### src/rtl/cplx_mult_top.sv
// rtl/cplx_mult_top.sv - APB-programmed complex multiplier streaming operands from and results to a 1RW byte memory
// Optional feature macro: CMULT_SLVERR_EN (out-of-range APB accesses assert apb_pslverr)
module cplx_mult_top #(
    parameter int DWIDTH    = 8,
    parameter int NO_MULT   = 4,
    parameter int APB_BADDR = 1024,
    parameter int SYS_AW    = 16,
    parameter int REG_DW    = 16
) (
    input  logic              clk,
    input  logic              sw_rst,
    input  logic [SYS_AW-1:0] apb_paddr,
    input  logic              apb_pwrite,
    input  logic [REG_DW-1:0] apb_pwdata,
    input  logic              apb_psel,
    output logic              apb_pready,
    output logic [REG_DW-1:0] apb_prdata,
    output logic              apb_pslverr,
    output logic              mem_ce,
    output logic              mem_we,
    output logic [SYS_AW-1:0] mem_addr,
    output logic [DWIDTH-1:0] mem_wr_data,
    input  logic [DWIDTH-1:0] mem_rd_data
);

    localparam int MUL_CYC = 4 / NO_MULT;
    localparam int PW      = 2 * DWIDTH;
    localparam logic [SYS_AW-1:0] BASE = SYS_AW'(APB_BADDR);

    typedef enum logic [2:0] {
        S_IDLE = 3'd0,
        S_RD   = 3'd1,
        S_MUL  = 3'd2,
        S_WR   = 3'd3,
        S_DONE = 3'd4
    } state_t;

    state_t             state;
    logic [2:0]         cnt;
    logic [SYS_AW-1:0]  op1_ba, op2_ba, res_ba;
    logic [REG_DW-1:0]  nr_op;
    logic               sts_stop;

    logic [SYS_AW-1:0]  op1_ptr, op2_ptr, wr_ptr;
    logic [REG_DW-1:0]  ops_left;
    logic signed [DWIDTH-1:0] x1, y1, x2, y2;
    logic signed [PW-1:0] p [4];
    logic signed [PW-1:0] pn [4];
    logic signed [PW-1:0] prod [NO_MULT];
    logic [1:0]         mul_idx [NO_MULT];
    logic signed [23:0] xr_n, yr_n;
    logic [47:0]        res_sh;

    logic [SYS_AW-1:0]  offset;
    logic               in_range, wr_en, start_req, stop_wr;
    logic [REG_DW-1:0]  rd_val;

    assign offset    = apb_paddr - BASE;
    assign in_range  = (apb_paddr >= BASE) && (offset < SYS_AW'(7));
    assign wr_en     = apb_psel && apb_pwrite && in_range;
    assign start_req = wr_en && (offset == SYS_AW'(4)) && apb_pwdata[0];
    assign stop_wr   = wr_en && (offset == SYS_AW'(5));

    function automatic logic signed [23:0] sext(input logic signed [PW-1:0] v);
        return {{(24-PW){v[PW-1]}}, v};
    endfunction

    // Product slot j of MUL cycle cnt handles index cnt*NO_MULT+j: 0=x1x2 1=y1y2 2=x1y2 3=y1x2
    for (genvar j = 0; j < NO_MULT; j++) begin : g_mul
        logic signed [DWIDTH-1:0] a, b;
        assign mul_idx[j] = 2'(int'(cnt) * NO_MULT + j);
        assign a = (mul_idx[j] == 2'd0 || mul_idx[j] == 2'd2) ? x1 : y1;
        assign b = (mul_idx[j] == 2'd0 || mul_idx[j] == 2'd3) ? x2 : y2;
        assign prod[j] = PW'(a) * PW'(b);
    end

    // Merge this cycle's products so the final MUL cycle can form results without an extra stage
    always_comb begin
        for (int i = 0; i < 4; i++) pn[i] = p[i];
        for (int j = 0; j < NO_MULT; j++) pn[mul_idx[j]] = prod[j];
        xr_n = sext(pn[0]) - sext(pn[1]);
        yr_n = sext(pn[2]) + sext(pn[3]);
    end

    // Register read mux; out-of-range offsets read as zero
    always_comb begin
        rd_val = '0;
        if (in_range) begin
            case (offset[2:0])
                3'd0:    rd_val = REG_DW'(op1_ba);
                3'd1:    rd_val = REG_DW'(op2_ba);
                3'd2:    rd_val = REG_DW'(res_ba);
                3'd3:    rd_val = nr_op;
                3'd5:    rd_val = REG_DW'(sts_stop);
                3'd6:    rd_val = REG_DW'(state);
                default: rd_val = '0;
            endcase
        end
    end

    // APB register writes and the registered one-cycle response
    always_ff @(posedge clk) begin
        if (sw_rst) begin
            apb_pready  <= 1'b0;
            apb_prdata  <= '0;
            apb_pslverr <= 1'b0;
            op1_ba      <= '0;
            op2_ba      <= '0;
            res_ba      <= '0;
            nr_op       <= '0;
        end else begin
            apb_pready <= apb_psel;
            apb_prdata <= (apb_psel && !apb_pwrite) ? rd_val : '0;
`ifdef CMULT_SLVERR_EN
            apb_pslverr <= apb_psel && !in_range;
`else
            apb_pslverr <= 1'b0;
`endif
            if (wr_en) begin
                case (offset[2:0])
                    3'd0:    op1_ba <= apb_pwdata[SYS_AW-1:0];
                    3'd1:    op2_ba <= apb_pwdata[SYS_AW-1:0];
                    3'd2:    res_ba <= apb_pwdata[SYS_AW-1:0];
                    3'd3:    nr_op  <= apb_pwdata;
                    default: ;
                endcase
            end
        end
    end

    // Operation sequencer: RD (4 reads + capture), MUL, WR (6 bytes), DONE; memory port driven from registers
    always_ff @(posedge clk) begin
        if (sw_rst) begin
            state       <= S_IDLE;
            cnt         <= '0;
            mem_ce      <= 1'b0;
            mem_we      <= 1'b0;
            mem_addr    <= '0;
            mem_wr_data <= '0;
            op1_ptr     <= '0;
            op2_ptr     <= '0;
            wr_ptr      <= '0;
            ops_left    <= '0;
            x1          <= '0;
            y1          <= '0;
            x2          <= '0;
            y2          <= '0;
            for (int i = 0; i < 4; i++) p[i] <= '0;
            res_sh      <= '0;
            sts_stop    <= 1'b0;
        end else begin
            if (stop_wr) sts_stop <= apb_pwdata[0];
            case (state)
                S_IDLE: begin
                    if (start_req) begin
                        sts_stop <= 1'b0;
                        op1_ptr  <= op1_ba;
                        op2_ptr  <= op2_ba;
                        wr_ptr   <= res_ba;
                        ops_left <= nr_op;
                        cnt      <= '0;
                        if (nr_op == '0) begin
                            state <= S_DONE;
                        end else begin
                            state    <= S_RD;
                            mem_ce   <= 1'b1;
                            mem_we   <= 1'b0;
                            mem_addr <= op1_ba;
                        end
                    end
                end
                S_RD: begin
                    cnt <= cnt + 3'd1;
                    case (cnt)
                        3'd0: mem_addr <= op1_ptr + SYS_AW'(1);
                        3'd1: begin
                            mem_addr <= op2_ptr;
                            x1       <= mem_rd_data;
                        end
                        3'd2: begin
                            mem_addr <= op2_ptr + SYS_AW'(1);
                            y1       <= mem_rd_data;
                        end
                        3'd3: begin
                            mem_ce <= 1'b0;
                            x2     <= mem_rd_data;
                        end
                        default: begin
                            y2      <= mem_rd_data;
                            op1_ptr <= op1_ptr + SYS_AW'(2);
                            op2_ptr <= op2_ptr + SYS_AW'(2);
                            cnt     <= '0;
                            state   <= S_MUL;
                        end
                    endcase
                end
                S_MUL: begin
                    for (int i = 0; i < 4; i++) p[i] <= pn[i];
                    if (cnt == 3'(MUL_CYC - 1)) begin
                        state       <= S_WR;
                        cnt         <= '0;
                        mem_ce      <= 1'b1;
                        mem_we      <= 1'b1;
                        mem_addr    <= wr_ptr;
                        mem_wr_data <= DWIDTH'(xr_n[7:0]);
                        res_sh      <= {8'h00, yr_n, xr_n[23:8]};
                        wr_ptr      <= wr_ptr + SYS_AW'(1);
                    end else begin
                        cnt <= cnt + 3'd1;
                    end
                end
                S_WR: begin
                    if (cnt != 3'd5) begin
                        cnt         <= cnt + 3'd1;
                        mem_addr    <= wr_ptr;
                        mem_wr_data <= DWIDTH'(res_sh[7:0]);
                        res_sh      <= res_sh >> 8;
                        wr_ptr      <= wr_ptr + SYS_AW'(1);
                    end else begin
                        cnt      <= '0;
                        mem_we   <= 1'b0;
                        ops_left <= ops_left - REG_DW'(1);
                        if (ops_left == REG_DW'(1)) begin
                            mem_ce <= 1'b0;
                            state  <= S_DONE;
                        end else begin
                            mem_ce   <= 1'b1;
                            mem_addr <= op1_ptr;
                            state    <= S_RD;
                        end
                    end
                end
                S_DONE: begin
                    sts_stop <= 1'b1;
                    state    <= S_IDLE;
                end
                default: state <= S_IDLE;
            endcase
        end
    end

endmodule

### config.mk
export PLATFORM = sky130hd
export DESIGN_NAME = cplx_mult_top
export DESIGN_NICKNAME = d
export VERILOG_FILES = /design/src/rtl/cplx_mult_top.sv
export SDC_FILE = /design/constraint.sdc
export NUM_CORES = 1
export LEC_CHECK = 0
export ABC_AREA = 1
export CAP_MARGIN = 10
export CORE_MARGIN = 2
export CORE_UTILIZATION = 63
export DETAILED_ROUTE_END_ITERATION = 8
export PLACE_DENSITY = 0.84
export SLEW_MARGIN = 20
export SYNTH_ARGS = -nofsm -noshare
export SYNTH_HDL_FRONTEND = slang
export SYNTH_SLANG_ARGS = --single-unit
### constraint.sdc
create_clock -name clk -period 6.15 [get_ports clk]
set_input_delay 1.5375 -clock clk [delete_from_list [all_inputs] [get_ports clk]]
set_output_delay 1.5375 -clock clk [all_outputs]
set_load 0.01 [all_outputs]
# Word level (Yosys, flattened, before mapping)
# Memory sizes are Yosys's and may differ from the RTL's.
# Index checks and enable logic that the tools add are counted.
[classes] n_addsub=13 n_mul=4 order_cmp=8 eq_ne=31 n_mux=77 n_bitwise=10 reduce_logical=48
[ops] cell="$mux W16" count=21
[ops] cell="$bwmux W64" count=3
[ops] cell="$demux W16 S2" count=3
[ops] cell="$mux W48" count=2
[ops] cell="$pmux W16 S2" count=3
[ops] cell="$pmux W16 S3" count=2
[ops] cell="$pmux W16 S6" count=1
[ops] cell="$pmux W48 S2" count=1
[ops] cell="$mul A8 B8 Y16" count=4
[ops] cell="$mux W8" count=8
[ops] cell="$pmux W16 S4" count=1
[ops] cell="$add A16 B1 Y16 const B" count=3
[ops] cell="$add A16 B2 Y16 const B" count=2
[ops] cell="$eq A16 B3 Y1 const B" count=2
[ops] cell="$mux W3" count=10
[ops] cell="$pmux W3 S4" count=2
[ops] cell="$eq A3 B2 Y1 const B" count=6
[ops] cell="$reduce_and A2 Y1" count=9
[ops] cell="$add A16 B16 Y17" count=1
[ops] cell="$sub A16 B16 Y17" count=1
[ops] cell="$eq A16 B1 Y1 const B" count=1
[ops] cell="$ge A16 B11 Y1 const B" count=1
[ops] cell="$logic_not A16 Y1" count=1
[ops] cell="$lt A16 B3 Y1 const B" count=1
[ops] cell="35 further kinds" count=102
[totals] reg_bits=258 ram_bits=64 inputBits=44 out_inout_bits=44 elab_cells=214 n_memories=1
[memory_table] memory="p" words=4 width=16 rd=3 rd_ports_with_merged_regs=0 write_ports=4 line="47" text="logic signed [PW-1:0] p [4];"

# Depth between registers and ports, before layout
# Gate-level depths: netlist of run 1.
[depth] word_depth=12 ltp_mapped=32 ltp_nobuf=30

# Least setup slack after synthesis of run 1
# Ideal clock, no wire load.
[synth_timing] path_kind="register to register" startpoint="reg x1[1]" endpoint="reg res_sh[6]" setup_ps=132 arrival_ps=5429 required_time_ps=6018 path_slack_ps=589 stages_incl_launch_ff=26 path_buffers=2 synth_period_minus_slack_ps=5561 path_cell_list="dfxtp_1 > clkbuf_1 > clkbuf_1 > nand2_1 > fa_1 > fa_1 > inv_1 > fa_1 > inv_1 > fa_1 > inv_1 > ha_1 > a21oi_1 > o21ai_0 > a31oi_1 > o21ai_0 > xor2_1 > ha_1 > nand2_1 > nor2_1 > nand2_1 > or2_2 > nand3_1 > nand2_1 > o21ai_0 > a21oi_1"
[synth_via] elab_chain_cells=8 elab_cells_between_ends=13 cone_classes="1 x add/sub; 4 x mul; 8 x mux"
[synth_lines] item="start: declaration" line="46" text="logic signed [DWIDTH-1:0] x1, y1, x2, y2;"
[synth_lines] item="start signal: assignment" line="178" text="x1 <= mem_rd_data;"
[synth_lines] item="$mux W8" line="72" text="assign a = (mul_idx[j] == 2'd0 || mul_idx[j] == 2'd2) ? x1 : y1;"
[synth_lines] item="$mul A8 B8 Y16" line="74" text="assign prod[j] = PW'(a) * PW'(b);"
[synth_lines] item="$bwmux W64 (2 in a row)" line="80" text="for (int j = 0; j < NO_MULT; j++) pn[mul_idx[j]] = prod[j];"
[synth_lines] item="$bwmux W64 (*)" line="80"
[synth_lines] item="$sub A16 B16 Y17 (*)" line="81" text="xr_n = sext(pn[0]) - sext(pn[1]);"
[synth_lines] item="$mux W48 (*)" line="199" text="if (cnt == 3'(MUL_CYC - 1)) begin"
[synth_lines] item="$pmux W48 S2 (*)" line="153" text="case (state)"
[synth_lines] item="end signal: assignment" line="206" text="res_sh <= {8'h00, yr_n, xr_n[23:8]};"
[synth_lines] item="end signal: assignment" line="217" text="res_sh <= res_sh >> 8;"
[synth_lines] item="end: declaration" line="52" text="logic [47:0] res_sh;"
# Every way passes the cells marked *; elsewhere a longest branch is shown, timed or not. The select of a mux whose other input is x is not followed.
# A chain may end at the register's enable or synchronous reset.

# Final worst setup path of run 1
[layout_timing] startpoint="reg x2[4]" endpoint="reg res_sh[38]"
[layout_via] elab_chain_cells=8 elab_cells_between_ends=12 cone_classes="1 x add/sub; 3 x mul; 8 x mux"
[layout_lines] item="start: declaration" line="46"
[layout_lines] item="start signal: assignment" line="186" text="x2 <= mem_rd_data;"
[layout_lines] item="$mux W8" line="73" text="assign b = (mul_idx[j] == 2'd0 || mul_idx[j] == 2'd3) ? x2 : y2;"
[layout_lines] item="$mul A8 B8 Y16" line="74"
[layout_lines] item="$bwmux W64 (2 in a row)" line="80"
[layout_lines] item="$bwmux W64 (*)" line="80"
[layout_lines] item="$add A16 B16 Y17 (*)" line="82" text="yr_n = sext(pn[2]) + sext(pn[3]);"
[layout_lines] item="$mux W48 (*)" line="199"
[layout_lines] item="$pmux W48 S2 (*)" line="153"
# Marks and branches as above.

==> metrics.txt, run 1 <==
# TYPE chip_impl_metric gauge
chip_impl_metric{name="yosysSeqAreaShare",unit="%"} 20.0
chip_impl_metric{name="grt_pass1_wl",unit="mm"} 113
chip_impl_metric{name="die_y",unit="um"} 200
chip_impl_metric{name="power_switching_share",unit="%"} 37.8
chip_impl_info{name="grt_most_used_layer",value="met2"} 1
chip_impl_metric{name="yosysUniqueCellTypes",unit=""} 49
chip_impl_info{name="clock_tree_from_tritoncts",value="done"} 1
chip_impl_metric{name="cts_num_sinks",unit=""} 243
chip_impl_metric{name="io_buffers",unit=""} 86
chip_impl_metric{name="slowest_delay",unit="ns"} 0.56
chip_impl_metric{name="yosys_warnings",unit=""} 0
chip_impl_metric{name="syn_area",unit="um2"} 24300
chip_impl_metric{name="clkLatencyLatePin",unit="ns"} 0.60
chip_impl_metric{name="floorplan.die_area",unit="um2"} 40200
chip_impl_metric{name="power.net_switching",unit="uW"} 2040
chip_impl_metric{name="multi_input_comb_area",unit="um2"} 15900
chip_impl_metric{name="htree_levels",unit=""} 1
chip_impl_metric{name="fillers",unit=""} 3108
chip_impl_metric{name="detail_route.iter0.violations",unit=""} 2616
chip_impl_metric{name="tns",unit="ns"} 0
chip_impl_metric{name="use_met2",unit="%"} 52.8
chip_impl_metric{name="cts_inserted_buffers",unit=""} 28
chip_impl_info{name="cell_with_the_biggest_individual_delay_on_the_critical_path",value="sky130_fd_sc_hd__fa_1"} 1
chip_impl_metric{name="grt_use_met3",unit="%"} 8.40
chip_impl_metric{name="remaining_drc_errors",unit=""} 0
chip_impl_metric{name="route.final.wire_length",unit="mm"} 68.5
chip_impl_info{name="min-delay-start",value="mem_addr[7]$_SDFFE_PP0P_"} 1
chip_impl_metric{name="clock_power_share",unit="%"} 33.4
chip_impl_metric{name="detail_route.wl_per_cell",unit="um"} 17.0
chip_impl_metric{name="n_antenna_cell",unit=""} 0
chip_impl_metric{name="finish.instance_area",unit="um2"} 26500
chip_impl_metric{name="fp.coreArea",unit="um2"} 37800
chip_impl_metric{name="antenna_found_initial",unit=""} 0
chip_impl_metric{name="slew_headroom",unit="%"} 26.2
chip_impl_metric{name="vias_per_cell",unit=""} 5.63
chip_impl_metric{name="cts_hold_buffers",unit=""} 0
chip_impl_metric{name="placed_area",unit="um2"} 25400
chip_impl_metric{name="seqPwrFrac",unit="%"} 37.4
chip_impl_metric{name="final_min_period_over_clock_period",unit="%"} 94.2
chip_impl_metric{name="critPathArrivalTime",unit="ns"} 6.29
chip_impl_metric{name="floorplan.initialDensity",unit="%"} 64.2
chip_impl_metric{name="setup-violations-final",unit=""} 0
chip_impl_metric{name="drive_above_1_share",unit="%"} 4.46
chip_impl_metric{name="overflow",unit=""} 0
chip_impl_info{name="worst_path_top_cell_family_by_delay",value="adder cells"} 1
chip_impl_metric{name="max_clock_freq",unit="MHz"} 173
chip_impl_info{name="hold_path_class",value="flop to flop"} 1
chip_impl_metric{name="track_usage",unit="%"} 34.3
chip_impl_info{name="r2r_start",value="x2[4]$_SDFFE_PP0P_"} 1
chip_impl_metric{name="rows",unit=""} 71
chip_impl_metric{name="synth_area_per_cell",unit="um2"} 6.94
chip_impl_metric{name="synth_edf_count",unit=""} 0
chip_impl_metric{name="timing.clock.skew",unit="ns"} 0.0357
chip_impl_metric{name="tightestPinTransition",unit="ns"} 1.10
chip_impl_metric{name="register_area",unit="um2"} 4900
chip_impl_metric{name="synth-seq-cells",unit=""} 243
chip_impl_metric{name="p_leak",unit="uW"} 0.0134
chip_impl_metric{name="dp.final_hpwl",unit="mm"} 52.9
chip_impl_metric{name="timing.critical_path.fanout_max",unit=""} 10
chip_impl_metric{name="via_count_of_the_first_global_routing_pass",unit=""} 22500
chip_impl_info{name="crit_type",value="flop to flop"} 1
chip_impl_info{name="crit_start",value="x2[4]$_SDFFE_PP0P_"} 1
chip_impl_metric{name="routabilityCongestion",unit=""} 0.944
chip_impl_metric{name="post_synth_net_total",unit=""} 3928
chip_impl_metric{name="nNetsFinal",unit=""} 3927
chip_impl_metric{name="ir_drop",unit="mV"} 0.398
chip_impl_info{name="yosys-top-cells-area",value="sky130_fd_sc_hd__dfxtp_1 20%, sky130_fd_sc_hd__fa_1 18%, sky130_fd_sc_hd__inv_1 12%, sky130_fd_sc_hd__nand2_1 10%, sky130_fd_sc_hd__ha_1 8.2%"} 1
chip_impl_metric{name="part_of_the_power_in_combinational_logic",unit="%"} 29.2
chip_impl_info{name="synth_top_flop_cell",value="sky130_fd_sc_hd__dfxtp_1"} 1
chip_impl_metric{name="via_count",unit=""} 22700
chip_impl_metric{name="grt_util_met1",unit="%"} 47.5
chip_impl_metric{name="synth_top_area_share",unit="%"} 20.0
chip_impl_metric{name="fp.dieW",unit="um"} 200
chip_impl_metric{name="clock_tree.buffer_depth",unit=""} 3
chip_impl_info{name="worst_setup_path_end_kind",value="flop"} 1
chip_impl_info{name="grt_setup_unrepaired",value="no"} 1
chip_impl_metric{name="intPower",unit="uW"} 3350
chip_impl_metric{name="floorplan.io_pins",unit=""} 88
chip_impl_metric{name="path_buf_inv",unit=""} 5
chip_impl_metric{name="critPathRequiredTime",unit="ns"} 6.65
chip_impl_metric{name="hold_violations",unit=""} 0
chip_impl_info{name="root_buffer",value="sky130_fd_sc_hd__clkbuf_16"} 1
chip_impl_info{name="post-synth-top-area-cell",value="sky130_fd_sc_hd__dfxtp_1"} 1
chip_impl_metric{name="ys_async_sr_fraction",unit="%"} 0
chip_impl_metric{name="p_per_area",unit="nW/um2"} 204
chip_impl_metric{name="cts.reportedPaths.clkPinSlew",unit="ns"} 0.07
chip_impl_metric{name="synthToLayoutAreaGrowth",unit="%"} 9.01
chip_impl_metric{name="detail_route.first_pass.iterations",unit=""} 8
chip_impl_info{name="crit_path_start_kind",value="flop"} 1
chip_impl_metric{name="finalMaxSlewViolations",unit=""} 0
chip_impl_metric{name="synthesis.instances",unit=""} 3503
chip_impl_info{name="run_status",value="complete, no violations"} 1
chip_impl_metric{name="antenna_violating_nets_post_route",unit=""} 0
chip_impl_metric{name="layout_min_cycle_time",unit="ns"} 5.79
chip_impl_metric{name="drv_cap",unit=""} 0
chip_impl_metric{name="grt_start_max_net_pins",unit=""} 83
[final timing paths]
| path | end | slack (ns) | cells past startpoint |
|---|---|---|---|
| min reg2reg | mem_addr[7]$_SDFFE_PP0P_ | 0.46 | 2 |
| max | res_sh[38]$_SDFFE_PP0P_ | 0.36 | 26 |
| max reg2reg | res_sh[38]$_SDFFE_PP0P_ | 0.36 | 26 |
| min | mem_addr[7]$_SDFFE_PP0P_ | 0.46 | 2 |
[through the flow]
step,util [%],worst slack [ns],total power [uW],std cells,hold WS [ns]
floorplan,-,0.589,3130,3503,0.445
global placement,67.1,0.363,3500,3976,0.453
detailed placement,67.1,0.270,3550,3976,0.454
CTS,69.7,0.238,5340,4025,0.464
global route,70.0,0.0187,5680,4032,0.482
finish,70.0,0.359,5390,4032,0.465
[Yosys cell counts (21+ instances only)]
cell,instances
sky130_fd_sc_hd__inv_1,755
sky130_fd_sc_hd__ha_1,159
sky130_fd_sc_hd__nor3_1,34
sky130_fd_sc_hd__nand2_1,667
sky130_fd_sc_hd__a211oi_1,77
sky130_fd_sc_hd__xor2_1,66
sky130_fd_sc_hd__buf_2,31
sky130_fd_sc_hd__nor2_1,336
sky130_fd_sc_hd__nand4_1,21
sky130_fd_sc_hd__clkbuf_1,116
sky130_fd_sc_hd__nand3_1,120
sky130_fd_sc_hd__a21oi_1,231
sky130_fd_sc_hd__dfxtp_1,243
sky130_fd_sc_hd__fa_1,222
sky130_fd_sc_hd__xnor2_1,45
sky130_fd_sc_hd__o21ai_0,229
[cells by family (layout without fill, tap and decap cells)]
logic type	count (synthesis)	in the layout	synth area share [%]
AOI/OAI and AO/OA	627	627	14.6
xor gates and xnor gates	111	111	4.00
adders and majority gates	381	381	26.5
buffers and inverters	923	941	14.5
DFF	243	243	20.0
other	1	1	0.0154
and+or+nand+nor	1217	1217	20.4
[worst reg2reg max path, cell delays in order, from the launching register on]
cell and delay, ns:
sky130_fd_sc_hd__dfxtp_1 0.51, sky130_fd_sc_hd__buf_4 0.27, sky130_fd_sc_hd__nand2_1 0.10, sky130_fd_sc_hd__fa_1 0.46
sky130_fd_sc_hd__fa_1 0.56, sky130_fd_sc_hd__inv_1 0.06, sky130_fd_sc_hd__fa_1 0.54, sky130_fd_sc_hd__inv_1 0.05
sky130_fd_sc_hd__fa_1 0.48, sky130_fd_sc_hd__inv_1 0.05, sky130_fd_sc_hd__ha_1 0.34, sky130_fd_sc_hd__nand2_1 0.09
sky130_fd_sc_hd__o21ai_0 0.27, sky130_fd_sc_hd__a21oi_1 0.12, sky130_fd_sc_hd__o21ai_0 0.24, sky130_fd_sc_hd__xnor2_1 0.19
sky130_fd_sc_hd__inv_1 0.08, sky130_fd_sc_hd__ha_1 0.34, sky130_fd_sc_hd__a21oi_1 0.21, sky130_fd_sc_hd__nor2_1 0.06
sky130_fd_sc_hd__nor2_1 0.09, sky130_fd_sc_hd__nor2_1 0.05, sky130_fd_sc_hd__nor3_1 0.23, sky130_fd_sc_hd__nand2_1 0.08
sky130_fd_sc_hd__nand2_1 0.06, sky130_fd_sc_hd__nand3_1 0.06, sky130_fd_sc_hd__a21oi_1 0.15
[power by group through the flow]
stage / clock [uW] / combinational (uW) / sequential, uW
after floorplan: 0 / 1160 / 1970
after global placement: 0 / 1480 / 2020
after detailed placement: 0 / 1510 / 2040
after CTS: 1810 / 1530 / 2000
after global routing: 1880 / 1760 / 2040
final: 1800 / 1570 / 2020
[timing repair]
| action | CTS | global route |
|---|---|---|
| buffers inserted | 0 | 7 |
| gates resized for setup | 0 | 32 |
| endpoints found under the setup margin | 0 | 16 |
[per-layer routing]
| layer | share of wire (%) | wire (um) | up-vias |
|---|---|---|---|
| met1 | 42 | 28900 | 10600 |
| met3 | 12 | 7930 | 147 |
| met4 | 3.3 | 2280 | 0 |
| met2 | 43 | 29400 | 1121 |
| met5 | 0 | 0 | - |
| li1 | - | - | 10900 |
[layout by cell type, fill, tap and decap left out, drive strengths merged, types with 19 or more instances in the layout]
| cell type | count |
|---|---|
| nor2 | 346 |
| nor3 | 35 |
| nand3 | 121 |
| o21ai | 231 |
| xor2 | 66 |
| nand4 | 21 |
| inv | 766 |
| clkdlybuf4s50 | 85 |
| fa | 222 |
| a221oi | 19 |
| a21oi | 232 |
| a211oi | 77 |
| nand2 | 671 |
| clkbuf | 36 |
| xnor2 | 45 |
| ha | 159 |
| dfxtp | 243 |
| buf | 40 |
[state kept, by name, summed over array words and instances, names as in the netlist, 8 cells and up]
signal	cells
res_sh	33
apb_prdata	16
mem_addr	16
nr_op	16
op1_ba	16
op1_ptr	16
op2_ba	16
op2_ptr	16
ops_left	16
res_ba	16
wr_ptr	16
mem_wr_data	8
x1	8
x2	8
y1	8
y2	8
[area by class of cell]
cell class                      instances  area share, %
Multi-Input combinational cell       2337           60.2
Sequential cell                       243           18.5
Inverter                              767           10.9
Timing Repair Buffer                  125           4.35
Clock buffer                           36           2.91
Tap cell                              511           2.41
Clock inverter                         13          0.770
Power figures use the tool's default switching activity.
==> run 2, diff against run 1 <==
Settings changed: CORE_UTILIZATION 63 to 40, PLACE_DENSITY 0.84 to 0.58.
==> metrics.txt, run 2 (synthesized netlist as in run 1, its figures left out) <==
# TYPE chip_impl_metric gauge
chip_impl_info{name="crit_type",value="flop to flop"} 1
chip_impl_info{name="grt_setup_unrepaired",value="no"} 1
chip_impl_metric{name="cts.reportedPaths.clkPinSlew",unit="ns"} 0.07
chip_impl_metric{name="tns",unit="ns"} 0
chip_impl_metric{name="critPathArrivalTime",unit="ns"} 6.26
chip_impl_metric{name="finalMaxSlewViolations",unit=""} 0
chip_impl_metric{name="antenna_found_initial",unit=""} 1
chip_impl_metric{name="path_buf_inv",unit=""} 5
chip_impl_metric{name="timing.critical_path.fanout_max",unit=""} 8
chip_impl_info{name="run_status",value="complete, no violations"} 1
chip_impl_metric{name="cts_num_sinks",unit=""} 243
chip_impl_metric{name="drive_above_1_share",unit="%"} 4.73
chip_impl_metric{name="fp.dieW",unit="um"} 250
chip_impl_info{name="crit_path_start_kind",value="flop"} 1
chip_impl_metric{name="antenna_violating_nets_post_route",unit=""} 0
chip_impl_info{name="worst_setup_path_end_kind",value="flop"} 1
chip_impl_info{name="final_cell_mix",value="753 x sky130_fd_sc_hd__inv_1, 667 x sky130_fd_sc_hd__nand2_1, 331 x sky130_fd_sc_hd__nor2_1"} 1
chip_impl_metric{name="fp.coreArea",unit="um2"} 60200
chip_impl_metric{name="intPower",unit="uW"} 3230
chip_impl_metric{name="finalPower",unit="uW"} 5190
chip_impl_metric{name="crit_cells",unit=""} 26
chip_impl_metric{name="power.net_switching",unit="uW"} 1960
chip_impl_metric{name="critPathRequiredTime",unit="ns"} 6.59
chip_impl_metric{name="placed_area",unit="um2"} 25900
chip_impl_metric{name="via_count_of_the_first_global_routing_pass",unit=""} 20900
chip_impl_metric{name="detail_route.iter0.violations",unit=""} 1460
chip_impl_info{name="largest_register",value="res_sh"} 1
chip_impl_metric{name="largest_register_ff_count",unit=""} 33
chip_impl_metric{name="remaining_drc_errors",unit=""} 0
chip_impl_metric{name="fillers",unit=""} 6216
chip_impl_metric{name="slew_headroom",unit="%"} 26.9
chip_impl_metric{name="finish.instance_area",unit="um2"} 26900
chip_impl_metric{name="floorplan.io_pins",unit=""} 88
chip_impl_metric{name="floorplan.initialDensity",unit="%"} 40.3
chip_impl_info{name="root_buffer",value="sky130_fd_sc_hd__clkbuf_16"} 1
chip_impl_metric{name="clock_power_share",unit="%"} 31.7
chip_impl_metric{name="ff2ff_path_depth",unit=""} 26
chip_impl_metric{name="p_leak",unit="uW"} 0.0135
chip_impl_metric{name="hold_violations",unit=""} 0
chip_impl_metric{name="dp.final_hpwl",unit="mm"} 54.9
chip_impl_metric{name="nNetsFinal",unit=""} 3938
chip_impl_metric{name="grt_start_max_net_pins",unit=""} 82
chip_impl_metric{name="seqPwrFrac",unit="%"} 38.5
chip_impl_metric{name="synthToLayoutAreaGrowth",unit="%"} 10.5
chip_impl_metric{name="track_usage",unit="%"} 22.3
chip_impl_metric{name="p_per_area",unit="nW/um2"} 193
chip_impl_metric{name="tightestPinTransition",unit="ns"} 1.09
chip_impl_metric{name="via_count",unit=""} 21500
chip_impl_metric{name="vias_per_cell",unit=""} 4.99
chip_impl_metric{name="htree_levels",unit=""} 1
chip_impl_metric{name="clock_tree.buffer_depth",unit=""} 3
chip_impl_metric{name="clkLatencyLatePin",unit="ns"} 0.59
chip_impl_metric{name="layout.core_utilization",unit="%"} 44.6
chip_impl_metric{name="power_switching_share",unit="%"} 37.7
chip_impl_metric{name="layout_min_cycle_time",unit="ns"} 5.82
chip_impl_info{name="clock_tree_from_tritoncts",value="done"} 1
chip_impl_metric{name="part_of_the_power_in_combinational_logic",unit="%"} 29.8
chip_impl_info{name="worst_path_top_cell_family_by_delay",value="adder cells"} 1
chip_impl_metric{name="route.final.wire_length",unit="mm"} 69.1
chip_impl_metric{name="routabilityCongestion",unit=""} 0.872
chip_impl_metric{name="io_buffers",unit=""} 86
chip_impl_metric{name="slowest_delay",unit="ns"} 0.51
chip_impl_metric{name="overflow",unit=""} 0
chip_impl_metric{name="cts_setup_buffers",unit=""} 0
chip_impl_metric{name="timing.clock.skew",unit="ns"} 0.0299
chip_impl_metric{name="hold-worst-slack",unit="ns"} 0.466
chip_impl_info{name="cell_with_the_biggest_individual_delay_on_the_critical_path",value="sky130_fd_sc_hd__fa_1"} 1
chip_impl_metric{name="setup-violations-final",unit=""} 0
chip_impl_metric{name="detail_route.wl_per_cell",unit="um"} 16.0
chip_impl_info{name="layout.cells.most_common",value="sky130_fd_sc_hd__inv_1"} 1
chip_impl_metric{name="grt_pass1_wl",unit="mm"} 113
chip_impl_metric{name="floorplan.die_area",unit="um2"} 62700
chip_impl_metric{name="detail_route.first_pass.iterations",unit=""} 9
chip_impl_metric{name="rows",unit=""} 90
chip_impl_metric{name="ir_drop",unit="mV"} 0.217
chip_impl_info{name="hold_path_class",value="flop to flop"} 1
chip_impl_metric{name="die_y",unit="um"} 250
chip_impl_metric{name="max_clock_freq",unit="MHz"} 172
chip_impl_metric{name="drv_cap",unit=""} 0
chip_impl_metric{name="final_min_period_over_clock_period",unit="%"} 94.7
chip_impl_metric{name="worst_hold_path.num_cells",unit=""} 2
chip_impl_metric{name="cts_inserted_buffers",unit=""} 28
-- run 2: changes by cell type in the layout (fill, tap and decap cells not counted), sizes merged --
cell | previous run | this run
clkinv | 8 | 10
bufinv | 4 | 0
buf | 40 | 51
clkinvlp | 2 | 1
clkbuf | 36 | 39
diode | 0 | 2
-- run 2: power by group through the flow --
stage                     clock network, uW  logic [uW]  registers (uW)
after floorplan                           0        1160            1970
after global placement                    0        1510            2030
after detailed placement                  0        1520            2030
after CTS                              1670        1530            1990
after global routing                   1730        1780            2030
final                                  1640        1550            2000
-- run 2: timing repair --
item	CTS	global route
hold buffers	0	0
resized for setup	0	31
endpoints found under the setup margin	0	16
-- run 2: layout make-up --
| class | count | area (um2) | area share [%] |
|---|---|---|---|
| multi-input combinational | 2337 | 16000 | 59.4 |
| inverter | 767 | 2880 | 10.7 |
| sequential | 243 | 4890 | 18.2 |
| tap | 782 | 978 | 3.64 |
| clock buffer | 39 | 822 | 3.06 |
| antenna | 2 | 5.00 | 0.0186 |
| clock inverter | 10 | 87.6 | 0.326 |
| timing repair buffer | 136 | 1230 | 4.59 |
-- run 2: final timing paths --
kind,end,slack [ns],start
worst max-delay path,res_sh[26]$_SDFFE_PP0P_,0.33,x2[2]$_SDFFE_PP0P_
worst max register to register,res_sh[26]$_SDFFE_PP0P_,0.33,x2[2]$_SDFFE_PP0P_
worst min-delay path,mem_addr[5]$_SDFFE_PP0P_,0.47,mem_addr[5]$_SDFFE_PP0P_
worst min register to register,mem_addr[5]$_SDFFE_PP0P_,0.47,mem_addr[5]$_SDFFE_PP0P_
-- run 2: tightest hold or removal path: cells and delay by family (launching register included) --
family	cells	cell delay (ns)
AND/OR/NAND/NOR	1	0.06
AO/OA/AOI/OAI	1	0.05
flip-flops	1	0.31
-- run 2: per-layer routing --
metal / part of all wire (%) / vias to the layer above / global-route usage (%)
li1: - / 10900 / -
met1: 50 / 10100 / 33.4
met2: 43 / 510 / 34.7
met3: 5.4 / 62 / 2.37
met4: 1.6 / 0 / 4.36
met5: 0 / - / 0
-- run 2: metrics by stage --
stage	setup slack, ns	std cells
CTS	0.171	4314
global route	0.00287	4314
detailed placement	0.197	4265
floorplan	0.589	3503
finish	0.327	4316
global placement	0.230	4265
